File: config.mk
export PLATFORM = sky130hd
export DESIGN_NAME = fft_mem_arbiter
export DESIGN_NICKNAME = d
export VERILOG_FILES = /design/src/rtl/fft_mem_arb_pkg.sv /design/src/rtl/fft_mem_rd_tag_pipe.sv /design/src/rtl/fft_mem_arbiter.sv
export SDC_FILE = /design/constraint.sdc
export NUM_CORES = 1
export LEC_CHECK = 0
export BUFFER_PORTS_ARGS = -buffer_cell sky130_fd_sc_hd__buf_2
export CAP_MARGIN = 20
export CELL_PAD_IN_SITES_DETAIL_PLACEMENT = 1
export CELL_PAD_IN_SITES_GLOBAL_PLACEMENT = 1
export CORE_MARGIN = 8
export CORE_UTILIZATION = 18
export CTS_BUF_LIST = sky130_fd_sc_hd__clkbuf_2 sky130_fd_sc_hd__clkbuf_4 sky130_fd_sc_hd__clkbuf_8
export CTS_CLUSTER_SIZE = 20
export DETAILED_ROUTE_END_ITERATION = 12
export PLACE_DENSITY = 0.81
export SYNTH_ARGS = -nofsm -noshare
export SYNTH_HDL_FRONTEND = slang
export SYNTH_SLANG_ARGS = --single-unit
File: constraint.sdc
create_clock -name clk_i -period 2.2 [get_ports clk_i]
set_clock_uncertainty 0.2 [all_clocks]
set_input_delay 0.22 -clock clk_i [delete_from_list [all_inputs] [get_ports clk_i]]
set_output_delay 0.22 -clock clk_i [all_outputs]
set_load 0.01 [all_outputs]
File: src/rtl/fft_mem_arb_pkg.sv
// Shared types for the FFT memory-port arbiter: FSM states, requester ids
// and the read-return tag carried through the latency pipe.
package fft_mem_arb_pkg;

   typedef enum logic [1:0] {
      IDLE     = 2'd0,
      OWN_ENG  = 2'd1,
      OWN_HOST = 2'd2
   } arb_state_e;

   localparam int REQ_ENG  = 0;
   localparam int REQ_HOST = 1;

   typedef struct packed {
      logic valid;
      logic id;
   } rd_tag_t;

   function automatic logic [1:0] id2onehot(input logic id);
      return id ? 2'b10 : 2'b01;
   endfunction

endpackage

File: src/rtl/fft_mem_rd_tag_pipe.sv
// RD_LAT-deep shift pipe of read tags; the last stage lines up with the
// memory's read data and is decoded to a per-requester valid strobe.
module fft_mem_rd_tag_pipe
   import fft_mem_arb_pkg::*;
#(
   parameter int RD_LAT = 1
) (
   input  logic       clk_i,
   input  logic       reset_n_i,
   input  rd_tag_t    push_i,
   output logic [1:0] rvalid_o,
   output logic       any_valid_o
);

   rd_tag_t r_pipe [RD_LAT];

   // shift tags toward the output, clearing everything on reset
   always_ff @(posedge clk_i or negedge reset_n_i) begin
      if (!reset_n_i) begin
         for (int i = 0; i < RD_LAT; i++) begin
            r_pipe[i] <= rd_tag_t'(2'b00);
         end
      end else begin
         r_pipe[0] <= push_i;
         for (int i = 1; i < RD_LAT; i++) begin
            r_pipe[i] <= r_pipe[i-1];
         end
      end
   end

   // any in-flight read and output decode
   always_comb begin
      any_valid_o = 1'b0;
      for (int i = 0; i < RD_LAT; i++) begin
         any_valid_o = any_valid_o | r_pipe[i].valid;
      end
      if (r_pipe[RD_LAT-1].valid) begin
         rvalid_o = id2onehot(r_pipe[RD_LAT-1].id);
      end else begin
         rvalid_o = 2'b00;
      end
   end

endmodule

File: src/rtl/fft_mem_arbiter.sv
// Two-requester (engine/host) arbiter for the FFT single-port memory with
// round-robin, burst lock and read routing. Optional counters: ARB_PERF_EN.
module fft_mem_arbiter
   import fft_mem_arb_pkg::*;
#(
   parameter int ADDR_W    = 16,
   parameter int DATA_W    = 32,
   parameter int RD_LAT    = 1,
   parameter int MAX_BURST = 16
) (
   input  logic                clk_i,
   input  logic                reset_n_i,
   input  logic [1:0]          req_i,
   input  logic [1:0]          lock_i,
   input  logic [1:0]          we_i,
   input  logic [2*ADDR_W-1:0] addr_i,
   input  logic [2*DATA_W-1:0] wdata_i,
   output logic [1:0]          gnt_o,
   output logic [1:0]          rvalid_o,
   output logic [DATA_W-1:0]   rdata_o,
   output logic [ADDR_W-1:0]   mem_addr_o,
   output logic [DATA_W-1:0]   mem_data_o,
   output logic                mem_write_o,
   output logic                mem_valid_o,
   input  logic [DATA_W-1:0]   mem_data_i,
   input  logic                mem_ready_i,
   output logic                busy_o
`ifdef ARB_PERF_EN
   ,
   input  logic                perf_clr_i,
   output logic [31:0]         perf_gnt_cnt_o,
   output logic [31:0]         perf_wait_cnt_o
`endif
);

   localparam logic [7:0] MAX_BURST_C = 8'(MAX_BURST);

   arb_state_e r_state;
   logic       r_rr_ptr;
   logic [7:0] r_burst_cnt;

   logic       w_sel;
   logic [1:0] w_gnt;
   logic       w_acc;
   logic [7:0] w_cnt_nxt;
   logic       w_rd_busy;
   rd_tag_t    w_push;

   // grant selection: owner while locked, else the lone requester or RR pointer
   always_comb begin
      case (r_state)
         IDLE: begin
            if (req_i == 2'b11) begin
               w_sel = r_rr_ptr;
            end else begin
               w_sel = req_i[REQ_HOST];
            end
         end
         OWN_ENG:  w_sel = 1'b0;
         OWN_HOST: w_sel = 1'b1;
         default:  w_sel = 1'b0;
      endcase
      if (reset_n_i) begin
         w_gnt = id2onehot(w_sel) & req_i;
      end else begin
         w_gnt = 2'b00;
      end
   end

   assign gnt_o       = w_gnt;
   assign mem_valid_o = |w_gnt;
   assign w_acc       = mem_valid_o & mem_ready_i;
   assign w_cnt_nxt   = r_burst_cnt + 8'd1;
   assign mem_write_o = mem_valid_o & we_i[w_sel];
   assign mem_addr_o  = !mem_valid_o ? '0 :
                        (w_sel ? addr_i[2*ADDR_W-1:ADDR_W] : addr_i[ADDR_W-1:0]);
   assign mem_data_o  = !mem_valid_o ? '0 :
                        (w_sel ? wdata_i[2*DATA_W-1:DATA_W] : wdata_i[DATA_W-1:0]);

   assign w_push.valid = w_acc & ~we_i[w_sel];
   assign w_push.id    = w_sel;

   // arbitration FSM; nothing moves while memory is stalled
   always_ff @(posedge clk_i or negedge reset_n_i) begin
      if (!reset_n_i) begin
         r_state     <= IDLE;
         r_rr_ptr    <= 1'b0;
         r_burst_cnt <= 8'd0;
      end else if (mem_ready_i) begin
         case (r_state)
            IDLE: begin
               if (w_acc && lock_i[w_sel]) begin
                  r_state     <= w_sel ? OWN_HOST : OWN_ENG;
                  r_burst_cnt <= 8'd1;
               end else if (w_acc) begin
                  r_rr_ptr <= ~w_sel;
               end
            end
            OWN_ENG, OWN_HOST: begin
               // no accept with memory ready means the owner dropped req
               if (!w_acc || !lock_i[w_sel] || w_cnt_nxt == MAX_BURST_C) begin
                  r_state     <= IDLE;
                  r_rr_ptr    <= ~w_sel;
                  r_burst_cnt <= 8'd0;
               end else begin
                  r_burst_cnt <= w_cnt_nxt;
               end
            end
            default: begin
               r_state     <= IDLE;
               r_burst_cnt <= 8'd0;
            end
         endcase
      end
   end

   fft_mem_rd_tag_pipe #(.RD_LAT(RD_LAT)) u_tag_pipe (
      .clk_i       (clk_i),
      .reset_n_i   (reset_n_i),
      .push_i      (w_push),
      .rvalid_o    (rvalid_o),
      .any_valid_o (w_rd_busy)
   );

   assign rdata_o = (|rvalid_o) ? mem_data_i : '0;
   assign busy_o  = w_rd_busy | (r_state != IDLE);

`ifdef ARB_PERF_EN
   logic [15:0] r_perf_gnt  [2];
   logic [15:0] r_perf_wait [2];

   // saturating per-requester accept and wait-cycle counters
   always_ff @(posedge clk_i or negedge reset_n_i) begin
      if (!reset_n_i) begin
         for (int k = 0; k < 2; k++) begin
            r_perf_gnt[k]  <= 16'd0;
            r_perf_wait[k] <= 16'd0;
         end
      end else if (perf_clr_i) begin
         for (int k = 0; k < 2; k++) begin
            r_perf_gnt[k]  <= 16'd0;
            r_perf_wait[k] <= 16'd0;
         end
      end else begin
         for (int k = 0; k < 2; k++) begin
            if (w_acc && (w_sel == 1'(k))) begin
               if (r_perf_gnt[k] != 16'hFFFF) r_perf_gnt[k] <= r_perf_gnt[k] + 16'd1;
            end else if (req_i[k]) begin
               if (r_perf_wait[k] != 16'hFFFF) r_perf_wait[k] <= r_perf_wait[k] + 16'd1;
            end
         end
      end
   end

   assign perf_gnt_cnt_o  = {r_perf_gnt[1], r_perf_gnt[0]};
   assign perf_wait_cnt_o = {r_perf_wait[1], r_perf_wait[0]};
`endif

endmodule

Yosys cells after proc, flatten, opt, wreduce, memory -nomap -nowiden
Cells that the tools add are included.
{"block": "totals", "reg_bits": 13, "inputBits": 137, "out_inout_bits": 87, "word_cells": 61}
{"block": "op_classes", "n_addsub": 1, "magnitude_cmp": 1, "n_eq_ne": 8, "mux": 25, "bitwise_logic": 7, "n_reduce_logical": 14}
{"cell": "2-to-1 mux 32 bit", "n": 3}
{"cell": "2-to-1 mux 16 bit", "n": 2}
{"cell": "2-to-1 mux 8 bit", "n": 2}
{"cell": "case mux 8 bit (2 select lines)", "n": 1}
{"cell": "2-to-1 mux 2 bit", "n": 6}
{"cell": "adder 8 x 1 -> 8 bit, second input constant", "n": 1}
{"cell": "equality test 8 x 5 -> 1 bit, second input constant", "n": 1}
{"cell": "2-to-1 mux 1 bit", "n": 8}
{"cell": "!= test 2 bit, second input constant", "n": 4}
{"cell": "OR reduction 2 bit", "n": 3}
{"cell": "AND reduction 5 bit", "n": 1}
{"cell": "equality test 2 bit, second input constant", "n": 2}
{"cell": "case mux 1 bit (2 select lines)", "n": 2}
{"cell": "case mux 2 bit (2 select lines)", "n": 1}
{"cell": "nonzero test 2 bit", "n": 2}
{"cell": "bitwise AND 1 bit", "n": 3}
{"cell": "AND reduction 3 bit", "n": 1}
{"cell": "bitwise AND 2 bit", "n": 1}
{"cell": "equality test 2 x 1 -> 1 bit, second input constant", "n": 1}
{"cell": "zero test 1 bit", "n": 2}
{"cell": "zero test 2 bit", "n": 1}
{"cell": "logical OR 1 bit", "n": 2}
{"cell": "less-than comparator 1 x 2 -> 1 bit, second input constant", "n": 1}
{"cell": "NOT 1 bit", "n": 2}
{"cell": "3 further kinds", "n": 3}

Logic depth before layout (Yosys ltp)
{"block": "depth", "word_depth": 13, "depth_mapped": 11, "depth_no_buf": 9}

Cells and area by module
Synthesis repeated with hierarchy kept, for this count alone.
{"block": "hier_totals", "cells_unflattened": 304, "area_unflattened_um2": 1876.8}
{"mod": "fft_mem_arbiter", "n_inst": 1, "cells_each": 300, "area_each_um2": 1810.5, "seq_area_each_um2": 275.3}
{"mod": "fft_mem_rd_tag_pipe", "n_inst": 1, "cells_each": 4, "area_each_um2": 66.3, "seq_area_each_um2": 50.0}

Least setup slack after synthesis
OpenSTA, ideal clock, no wires.
{"block": "synth_timing", "path_kind": "register -> output", "from": "reg r_state[0]", "to": "out mem_data_o[12]", "t_arrival_ns": 1.881, "required_time_ns": 1.780, "path_slack_ns": -0.101, "stages_incl_launch_ff": 9, "path_buffers": 3, "cell_sequence": "dfrtp_1 inv_1 ha_1 buf_4 o21a_1 o21ai_4 clkbuf_1 clkbuf_1 a21oi_1"}
{"block": "synth_via", "elab_chain_len": 7, "word_cells_on_any_way": 9}
{"element": "start: declaration", "line_no": "fft_mem_arbiter.sv:38", "rtl": "arb_state_e r_state;"}
{"element": "start signal: assignment", "line_no": "fft_mem_arbiter.sv:93", "rtl": "r_state <= w_sel ? OWN_HOST : OWN_ENG;"}
{"element": "equality test 2 bit / zero test 2 bit (equally long branches)", "line_no": "fft_mem_arbiter.sv:51", "rtl": "case (r_state)"}
{"element": "case mux 1 bit (2 select lines) (*)", "line_no": "fft_mem_arbiter.sv:51"}
{"element": "2-to-1 mux 2 bit", "line_no": "fft_mem_arb_pkg.sv:20", "rtl": "return id ? 2'b10 : 2'b01;"}
{"element": "bitwise AND 2 bit", "line_no": "fft_mem_arbiter.sv:64", "rtl": "w_gnt = id2onehot(w_sel) & req_i;"}
{"element": "2-to-1 mux 2 bit", "line_no": "fft_mem_arbiter.sv:63", "rtl": "if (reset_n_i) begin"}
{"element": "OR reduction 2 bit", "line_no": "fft_mem_arbiter.sv:71", "rtl": "assign mem_valid_o = |w_gnt;"}
{"element": "2-to-1 mux 32 bit (*)", "line_no": "fft_mem_arbiter.sv:77", "rtl": "assign mem_data_o = !mem_valid_o ? '0 :"}
{"element": "end: declaration", "line_no": "fft_mem_arbiter.sv:22", "rtl": "output logic [DATA_W-1:0] mem_data_o,"}
Mark *: on every way between the ends. The rest lies on a longest branch, timed or not.

Worst setup path after layout
{"block": "layout_timing", "from": "reg r_burst_cnt[0]", "to": "reg r_burst_cnt[3]"}
{"block": "layout_via", "elab_chain_len": 5}
{"element": "start: declaration", "line_no": "fft_mem_arbiter.sv:40", "rtl": "logic [7:0] r_burst_cnt;"}
{"element": "start signal: assignment", "line_no": "fft_mem_arbiter.sv:106", "rtl": "r_burst_cnt <= w_cnt_nxt;"}
{"element": "adder 8 x 1 -> 8 bit (*)", "line_no": "fft_mem_arbiter.sv:73", "rtl": "assign w_cnt_nxt = r_burst_cnt + 8'd1;"}
{"element": "equality test 8 x 5 -> 1 bit", "line_no": "fft_mem_arbiter.sv:101", "rtl": "if (!w_acc || !lock_i[w_sel] || w_cnt_nxt == MAX_BURST_C) begin"}
{"element": "logical OR 1 bit", "line_no": "fft_mem_arbiter.sv:101"}
{"element": "2-to-1 mux 8 bit (*)", "line_no": "fft_mem_arbiter.sv:101"}
{"element": "case mux 8 bit (2 select lines) (*)", "line_no": "fft_mem_arbiter.sv:90", "rtl": "case (r_state)"}
Marks and branches as above.
A chain may end at the register's enable or synchronous reset.

==> impl_metrics.tcl <==
set metrics [dict create \
    diodes 0 \
    required_ns 2.13 \
    layout_worst_path_cycle_share 1.08 \
    hold_depth 2 \
    start_kind "flip-flop" \
    ant_nets 0 \
    reg2reg_slack_ns -0.18 \
    dieWidth_um 119 \
    fin_nets 706 \
    final.fill_count 1282 \
    gp_congestion 0.944 \
    route.detailed.drc 0 \
    synth_edf_count 0 \
    ys_seq_elements 13 \
    synthFlopType "dfrtp_1" \
    cts_made_buffers 3 \
    synth_top_area_share 0.205 \
    grt_use_total 0.162 \
    ctsHtreeMaxLevel 1 \
    design_area_sq_um 4520 \
    syn_area_sq_um 1920 \
    hold_path_end "u_tag_pipe.any_valid_o" \
    root_buffer "clkbuf_8" \
    synth_largest_area_cell "nand2_1" \
    yosysWarnings 0 \
    synth_seq_area_share 0.169 \
    p_leak_nw 2.40 \
    maxSlewHeadroom 0.546 \
    path_common_cell "nor3_2" \
    reg2reg_from "r_burst_cnt[0]" \
    worst_setup_path_end_kind "flip-flop" \
    cp_cell_sequence "ha_4, and3_4, a311oi_4, a41oi_2, nor3_2, buf_4, nor3_2, a211o_1" \
    port_buffers 223 \
    slowest_delay_ns 0.42 \
    synthAdderAreaFrac 0.0326 \
    critPathArrivalTime_ns 2.31 \
    multi_input_area_sq_um 2090 \
    timing.hold.ws_ns 0.171 \
    grt_max_degree 36 \
    rsz0062_at_grt "true" \
    place_area_sq_um 3340 \
    cts_tree "yes" \
    routed_wl_mm 13.9 \
    clock_latency_ns 0.25 \
    fin_ws_ns -0.180 \
    crit_fanout 6 \
    dieArea_sq_um 14200 \
    io_pins 224 \
    synth-compound-area-share 0.268 \
    hp-start "mem_ready_i" \
    synthTopCellsByArea "nand2_1 (21%), dfrtp_1 (17%), a21oi_1 (13%)" \
    met2_usage 0.310 \
    tightest_slew_ns 0.680 \
    fin_crit_ns 2.38 \
    grt_pass1_vias 3576 \
    critical_path.startpoint "r_burst_cnt[0]" \
    numClockSinks 13 \
    worstSetupPathType "reg2reg" \
    syn-instance-count 302 \
    initial_core_util 0.185 \
    syn_nets 444 \
    hold_viol 0 \
    synthXorXnorAreaFrac 0 \
    power_density_nw_per_um2 918 \
    busiest_layer "met2" \
    finalMaxSlewViolations 0 \
    vdd_drop_max_uv 512 \
    synth_simple_gate_area_frac 0.425 \
    dpl.hpwl_mm 9.42 \
    cap_violations 0 \
    worst_r2r_endpoint "r_burst_cnt[3]" \
    grtUsageMet1 0.161 \
    max_freq_mhz 420 \
    synthMuxAreaShare 0.0345 \
    layout_commonest_cell "buf_2" \
    drt_iter0_drc 89 \
    grt_pass1_wl_mm 18.8 \
    grt_use_met3 0.0666 \
    drive_gt1_frac 0.712 \
    dieHeight_um 119 \
    wl_per_cell_um 19.9 \
    min_path_type "in2reg" \
    clk_pin_slew_ns 0.06 \
    postSynth.asyncResetShare 1.00 \
    syn-mean-instance-area_sq_um 6.36 \
    syn2layout_area_growth_pct 135 \
    ys_types 52 \
    rows 37 \
    fin_util 0.436 \
    violations "negative setup slack" \
    clockBufferDepth 2 \
    ff_latch_area_sq_um 327 \
    core_area_sq_um 10400 \
    first_pass_iters 4 \
    vias 3329 \
    setup_viol 60 \
    cp_slowest_cell "dfrtp_1" \
    via_per_inst 4.76 \
    status "complete, but fails checks" \
    antenna_found_initial 1 \
    layout_common_cells "buf_2 (221), nand2_1 (64), a21oi_2 (42)" \
    grt_overflow 0 \
    ff2ff_path_depth 8 \
    synth_top_family_by_area "simple AND/OR/NAND/NOR gates" \
]
==> through the flow <==
step | cells | setup TNS, ns | setup WS [ns] | power, W
2_1_floorplan | 302 | 0 | 0.0140 | 0.00145
4_1_cts | 687 | -4.64 | -0.115 | 0.00325
5_1_grt | 699 | -11.88 | -0.294 | 0.00440
3_5_place_dp | 664 | -0.300 | -0.0749 | 0.00231
6_report | 699 | -6.35 | -0.180 | 0.00415
3_3_place_gp | 664 | 0 | 0.0104 | 0.00223
==> state kept, by name (all words and copies together) (netlist names) <==
signal,count
u_tag_pipe.any_valid_o,1
u_tag_pipe.r_pipe,1
r_state,2
r_rr_ptr,1
r_burst_cnt,8
==> report_power, final <==
group / switching [W] / internal [W] / total [W]
Combinational: 0.00180 / 0.00174 / 0.00354
Clock: 0.000100 / 0.000141 / 0.000241
Sequential: 0.0000741 / 0.000293 / 0.000368
Total: 0.00197 / 0.00217 / 0.00415
==> cell type report <==
| cell class | count | share of cell area |
|---|---|---|
| multi-input combinational | 261 | 0.462 |
| timing repair buffer | 278 | 0.410 |
| sequential | 13 | 0.0723 |
| tap | 136 | 0.0377 |
| clock buffer | 4 | 0.0108 |
| inverter | 7 | 0.00748 |
==> timing repair <==
action,in CTS,in global routing
resized for setup,39,137
pin swaps,16,84
cloned,4,7
hold endpoints to repair,13,0
hold buffers,1,0
setup endpoints to repair,59,62
buffers inserted,14,5
==> logic make-up (layout without fill, tap and decap cells) <==
family / count (synthesis) / count (layout)
simple gates: 169 / 170
buf+inv: 29 / 289
fa+ha+maj: 5 / 5
flops: 13 / 13
mux: 6 / 6
compound gates: 80 / 80
==> worst max path at each step <==
| stage | to |
|---|---|
| floorplan | r_burst_cnt[3] |
| global placement | r_burst_cnt[3] |
| detailed placement | r_burst_cnt[3] |
| CTS | mem_addr_o[15] |
| global route | r_burst_cnt[3] |
| finish | r_burst_cnt[3] |
==> cells in the mapped netlist, types with 2 or more instances <==
| library cell | instances |
|---|---|
| a31oi_1 | 2 |
| inv_1 | 5 |
| and2_1 | 34 |
| buf_6 | 3 |
| nor2b_1 | 3 |
| nand2_1 | 105 |
| ha_1 | 5 |
| nor3_1 | 5 |
| mux2i_1 | 4 |
| o21ai_0 | 6 |
| a22o_1 | 2 |
| a21o_1 | 3 |
| nand3_1 | 2 |
| dfrtp_1 | 13 |
| nand2b_1 | 2 |
| nor4_1 | 2 |
| nor3_2 | 2 |
| and3_1 | 4 |
| o211ai_1 | 2 |
| a21oi_1 | 48 |
| nor2_1 | 2 |
| clkbuf_1 | 18 |
==> worst max-delay path: cells and delay by family, from the launching register on <==
| kind | cells | cell delay, ns |
|---|---|---|
| AOI/OAI and AO/OA | 3 | 0.70 |
| and+or+nand+nor | 3 | 0.54 |
| DFF | 1 | 0.42 |
| buffers and inverters | 1 | 0.20 |
| adders and majority gates | 1 | 0.19 |
==> layer usage <==
metal	part of all wire	wire length, um
met5	0.00094	13
met4	0.011	155
met2	0.52	7260
met1	0.37	5200
met3	0.092	1270
Note: power is estimated with default switching activity, not from simulation.
